==> config.mk <==
export PLATFORM = sky130hd
export DESIGN_NAME = uart_byte_rx
export DESIGN_NICKNAME = d
export VERILOG_FILES = /design/src/rtl/uart_byte_rx.sv
export SDC_FILE = /design/constraint.sdc
export NUM_CORES = 1
export LEC_CHECK = 0
export CORE_MARGIN = 2
export CORE_UTILIZATION = 50
export DETAILED_ROUTE_END_ITERATION = 12
export PLACE_DENSITY = 0.7
export SLEW_MARGIN = 20
export SYNTH_ARGS = -nofsm -noshare
export SYNTH_HDL_FRONTEND = slang
export SYNTH_SLANG_ARGS = --single-unit
==> constraint.sdc <==
create_clock -name Clk -period 2.4 [get_ports Clk]
set_clock_uncertainty 0.05 [all_clocks]
set_input_delay 0.24 -clock Clk [delete_from_list [all_inputs] [get_ports Clk]]
set_output_delay 0.24 -clock Clk [all_outputs]
set_load 0.02 [all_outputs]
==> src/rtl/uart_byte_rx.sv <==
// uart_byte_rx: 8N1 serial-to-byte receiver, LSB first, 16x oversampling.
// Each bit is the majority of three samples taken around mid-bit (sample
// ticks 7, 8, 9). A start bit that does not vote low is dropped as a glitch.
// A stop bit that votes low raises frame_err, and the receiver then waits
// for the line to return high before it looks for a new start edge.
//
// Ports:
//   Clk       - system clock
//   Reset_n   - asynchronous active-low reset
//   uart_rx   - asynchronous serial line, idles high
//   rx_data   - last correctly received byte, held between pulses
//   rx_done   - one-cycle pulse, rx_data is new
//   frame_err - one-cycle pulse, stop bit sampled low
//   rx_busy   - high while a frame is in progress
module uart_byte_rx #(
  parameter int unsigned CLK_FREQ = 50_000_000,
  parameter int unsigned BAUD     = 115200
) (
  input  logic       Clk,
  input  logic       Reset_n,
  input  logic       uart_rx,
  output logic [7:0] rx_data,
  output logic       rx_done,
  output logic       frame_err,
  output logic       rx_busy
);

  // Rounded clocks per oversample tick; must be at least 2.
  localparam int unsigned BAUD_DIV = (CLK_FREQ + BAUD * 8) / (BAUD * 16);
  localparam int unsigned DivW     = (BAUD_DIV > 2) ? $clog2(BAUD_DIV) : 1;
  localparam logic [DivW-1:0] DivMax = DivW'(BAUD_DIV - 1);

  typedef enum logic [2:0] {
    StIdle,
    StStart,
    StData,
    StStop,
    StWaitHigh
  } state_e;

  state_e state_q, state_d;

  // Two synchronizer stages plus one stage for falling-edge detection.
  logic sync1_q, sync2_q, sync3_q;
  logic rx_s;
  logic start_edge;

  logic [DivW-1:0] div_cnt_q, div_cnt_d;
  logic [3:0]      samp_cnt_q, samp_cnt_d;
  logic [2:0]      bit_idx_q, bit_idx_d;
  logic            s7_q, s7_d;
  logic            s8_q, s8_d;
  logic [7:0]      shift_q, shift_d;
  logic [7:0]      rx_data_q, rx_data_d;
  logic            rx_done_q, rx_done_d;
  logic            frame_err_q, frame_err_d;

  logic tick;
  logic mid_tick;
  logic end_tick;
  logic vote;

  assign rx_s       = sync2_q;
  assign start_edge = sync3_q & ~sync2_q;
  assign tick       = (div_cnt_q == DivMax);
  assign mid_tick   = tick && (samp_cnt_q == 4'd9);
  assign end_tick   = tick && (samp_cnt_q == 4'd15);
  // Third sample is the live line at the samp_cnt==9 tick.
  assign vote       = (s7_q & s8_q) | (s7_q & rx_s) | (s8_q & rx_s);

  always_ff @(posedge Clk or negedge Reset_n) begin
    if (!Reset_n) begin
      sync1_q <= 1'b1;
      sync2_q <= 1'b1;
      sync3_q <= 1'b1;
    end else begin
      sync1_q <= uart_rx;
      sync2_q <= sync1_q;
      sync3_q <= sync2_q;
    end
  end

  // State register.
  always_ff @(posedge Clk or negedge Reset_n) begin
    if (!Reset_n) begin
      state_q <= StIdle;
    end else begin
      state_q <= state_d;
    end
  end

  // Next-state logic.
  always_comb begin
    state_d = state_q;
    case (state_q)
      StIdle: begin
        if (start_edge) state_d = StStart;
      end
      StStart: begin
        if (mid_tick && vote) begin
          state_d = StIdle;
        end else if (end_tick) begin
          state_d = StData;
        end
      end
      StData: begin
        if (end_tick && (bit_idx_q == 3'd7)) state_d = StStop;
      end
      StStop: begin
        // Decide at mid stop bit so a back-to-back start edge is not missed.
        if (mid_tick) state_d = vote ? StIdle : StWaitHigh;
      end
      StWaitHigh: begin
        if (rx_s) state_d = StIdle;
      end
      default: state_d = StIdle;
    endcase
  end

  // Output logic.
  always_comb begin
    rx_busy     = (state_q != StIdle);
    rx_done_d   = (state_q == StStop) && mid_tick && vote;
    frame_err_d = (state_q == StStop) && mid_tick && !vote;
    rx_data_d   = rx_done_d ? shift_q : rx_data_q;
  end

  // Oversampling counters, sample capture and the holding shift register.
  always_comb begin
    div_cnt_d  = div_cnt_q;
    samp_cnt_d = samp_cnt_q;
    bit_idx_d  = bit_idx_q;
    s7_d       = s7_q;
    s8_d       = s8_q;
    shift_d    = shift_q;

    if (state_q == StIdle) begin
      // Held at zero so the start edge begins a bit period cleanly.
      div_cnt_d  = '0;
      samp_cnt_d = '0;
      bit_idx_d  = '0;
    end else if (tick) begin
      div_cnt_d  = '0;
      samp_cnt_d = samp_cnt_q + 4'd1;
    end else begin
      div_cnt_d = div_cnt_q + DivW'(1);
    end

    if (tick && (samp_cnt_q == 4'd7)) s7_d = rx_s;
    if (tick && (samp_cnt_q == 4'd8)) s8_d = rx_s;

    if ((state_q == StData) && mid_tick) shift_d = {vote, shift_q[7:1]};
    if ((state_q == StData) && end_tick) bit_idx_d = bit_idx_q + 3'd1;
  end

  always_ff @(posedge Clk or negedge Reset_n) begin
    if (!Reset_n) begin
      div_cnt_q   <= '0;
      samp_cnt_q  <= '0;
      bit_idx_q   <= '0;
      s7_q        <= 1'b1;
      s8_q        <= 1'b1;
      shift_q     <= '0;
      rx_data_q   <= '0;
      rx_done_q   <= 1'b0;
      frame_err_q <= 1'b0;
    end else begin
      div_cnt_q   <= div_cnt_d;
      samp_cnt_q  <= samp_cnt_d;
      bit_idx_q   <= bit_idx_d;
      s7_q        <= s7_d;
      s8_q        <= s8_d;
      shift_q     <= shift_d;
      rx_data_q   <= rx_data_d;
      rx_done_q   <= rx_done_d;
      frame_err_q <= frame_err_d;
    end
  end

  assign rx_data   = rx_data_q;
  assign rx_done   = rx_done_q;
  assign frame_err = frame_err_q;

endmodule

==> impl_metrics.ini <==
[setup_path]
critPathBufInv = 2
critPathCaptureType = output pin
required_ns = 2.11
slowest_stage = clkdlybuf4s50_1
critPathArrivalTime_ns = 1.96
cp-start-kind = register
path_class = register to output pin
worstRegToRegCells = 7
max_stage_delay_ns = 0.53
critical_path.top_delay_family = buffers and inverters
crit_path_cell_trace = or2_2 -> nor2_1 -> inv_1 -> clkdlybuf4s50_1
crit_fanout = 8
cp.depth = 4

[placement]
port_buffers = 13
dp_cells = 205
place_congestion = 0.760
dp_hpwl_um = 2060

[power]
switching_share_pct = 25.1
power.total_mw = 1.35
powerDensity_nw_per_um2 = 667
clkPwrFrac_pct = 33.7
internal-power_mw = 1.01
pwr-share-comb_pct = 11.7
pwr-share-seq_pct = 54.6
power.switching_uw = 338
leakage_nw = 0.936
peakVddDrop_mv = 0.393

[cts]
cts_buffers = 5
clk_latency_ns = 0.34
root_buffer = clkbuf_4
cts_buffer_depth = 2
clkTransAtPathRegs_ns = 0.12
htree_levels = 2
cts_setup_buffers = 0
cts_tree = done
cts.sinks = 38

[floorplanning]
num_rows = 21
die_area_um2 = 3970
core-area_um2 = 3340
die_h_um = 63.0
start_util_pct = 52.2
fp.dieW_um = 63.0
io-pin-count = 14

[logic_synthesis]
synth_area_um2 = 1740
yosysUniqueCellTypes = 32
seq_area_frac_synth_pct = 54.9
syn_nets = 159
syn_avg_cell_area_um2 = 11.7
synth_seq_cells = 38
yosysWarnings = 0
syn_inst = 149

[finish]
final_nets = 177
instances_no_fill = 214
area_delta_synth_final_pct = 15.8
n_fill_cell = 299
final_util_pct = 60.5
antenna_cells = 0
drive_gt1_share_pct = 23.8

[timing]
slew_viol_final = 0
finalCritPeriodShare_pct = 93.8
rsz0062_at_grt = no
hold_viol_final = 0
max_freq_ghz = 0.444
period_minus_slack_ns = 2.25
setup_tns_ns = 0
setup_viol = 0
tightest_slew_ns = 0.803
slew_headroom_pct = 46.5
fin_hold_ws_ns = 0.248

[global_route]
grt.overflow.total = 0
grt_max_degree = 39
grt.total_usage_pct = 17.1
antenna_found_initial = 0
grt_pass1_wl_um = 5260
grt_pass1_vias = 1187

[detailed_routing]
vias = 1126
wirelength_um = 2840
remaining_drc_errors = 0
first_pass_iters = 4
drtIter0Drc = 62
ant_nets = 0
drt-vias-per-instance = 5.26
wire_per_inst_um = 13.3

[worst_hold_path]
worstHoldPathType = primary input to register
holdPathStages = 1

[job]
drv_cap = 0

[outcome]
status = finished, final reports clean
-- path summary, 6_finish.rpt --
path                               from         end  slack (ns)
setup / recovery             state_q[2]     rx_busy        0.15
hold / removal                  uart_rx     sync1_q        0.25
setup reg to reg           div_cnt_q[0]  shift_q[3]        0.17
hold reg to reg                 sync1_q        rx_s        0.31
max in group asynchronous       Reset_n  rx_data[3]        1.33
min in group asynchronous       Reset_n   frame_err        0.46
-- registers in the layout, summed over array words and instances, names as in the netlist --
signal / count
div_cnt_q: 5
samp_cnt_q: 4
frame_err: 1
state_q: 3
s7_q: 1
s8_q: 1
shift_q: 8
rx_data: 8
bit_idx_q: 3
sync3_q: 1
rx_done: 1
sync1_q: 1
rx_s: 1
-- cell usage in the layout (no fill, tap or decap), types with 2 or more instances in the layout --
cell,n
xor2_1,4
ha_1,7
buf_4,3
o21ai_0,9
clkdlybuf4s50_1,12
nor3_1,3
mux2_4,8
nor2_1,14
a22o_1,3
mux2_2,11
nand2_1,14
a21oi_1,5
dfstp_2,5
or2_2,2
dfrtp_1,33
clkbuf_4,5
nand3_1,3
inv_1,6
-- layout make-up --
cell class | count | area (um^2) | area share, %
repair buffers | 17 | 158 | 7.81
well taps | 46 | 57.6 | 2.85
inverters | 6 | 22.5 | 1.12
clock inverters | 1 | 30.0 | 1.49
flip-flops and latches | 38 | 957 | 47.4
clock buffers | 7 | 55.1 | 2.73
multi-input cells | 99 | 738 | 36.6
-- repair_timing --
| item | CTS | global route |
|---|---|---|
| hold endpoints to repair | 33 | 0 |
| resized for setup | 0 | 1 |
| hold buffers | 1 | 0 |
| endpoints found under the setup margin | 0 | 8 |
-- synth_stat cells, drive strengths merged --
cell type  number  area (um^2)
nand4b          1         8.76
o221ai          1         8.76
maj3            1         10.0
nand3           3         15.0
xnor2           1         8.76
buf             1         11.3
and4b           1         10.0
nor2b           1         6.26
dfstp           5          131
dfrtp          33          826
inv             6         22.5
a21oi           5         25.0
nor3            3         15.0
clkbuf          5         18.8
mux2           19          244
nor2           15         58.8
a31o            1         8.76
a22o            3         26.3
nor3b           1         7.51
or2             2         12.5
nand2b          1         6.26
nor4            1         6.26
o31a            1         8.76
or3             2         12.5
o21ai           9         45.0
o211ai          1         7.51
xor2            4         35.0
ha              7         87.6
nand4           1         6.26
nand2          14         52.6
-- routing by layer --
layer | vias up | GRT usage (%) | routed length (um)
met5 | - | 0 | 0
met4 | 0 | 7.50 | 51
met3 | 7 | 4.68 | 97
met2 | 14 | 27.5 | 1330
met1 | 558 | 21.6 | 1360
li1 | 547 | - | -
-- stage by stage --
stage	worst slack, ns	area (um^2)
after global placement	0.165	1920
after detailed placement	0.109	1920
after floorplan	0.240	1740
after CTS	0.0943	2010
final	0.150	2020
after global routing	0.0468	2020
-- power by group through the flow --
stage / Clock (mW) / Sequential (mW) / Combinational [mW]
floorplan: 0 / 0.736 / 0.112
global placement: 0 / 0.742 / 0.152
detailed placement: 0 / 0.747 / 0.159
CTS: 0.461 / 0.734 / 0.161
global route: 0.487 / 0.742 / 0.187
finish: 0.453 / 0.735 / 0.158
-- cell families after synthesis --
family,count (synthesis),synth area share (%)
mux,19,14.0
buf+inv,12,3.02
flops,38,54.9
compound gates,21,7.47
fa+ha+maj,8,5.60
simple gates,46,12.5
xor+xnor,5,2.51
-- worst register-to-register path, delay by kind of cell, from the launching register on --
kind / cells / cell delay [ns]
adder cells (fa/ha/maj): 1 / 0.17
buffers and inverters: 2 / 0.23
flip-flops: 1 / 0.42
multiplexers: 1 / 0.38
AND/OR/NAND/NOR: 3 / 0.87
(Power assumes the default switching activity.)
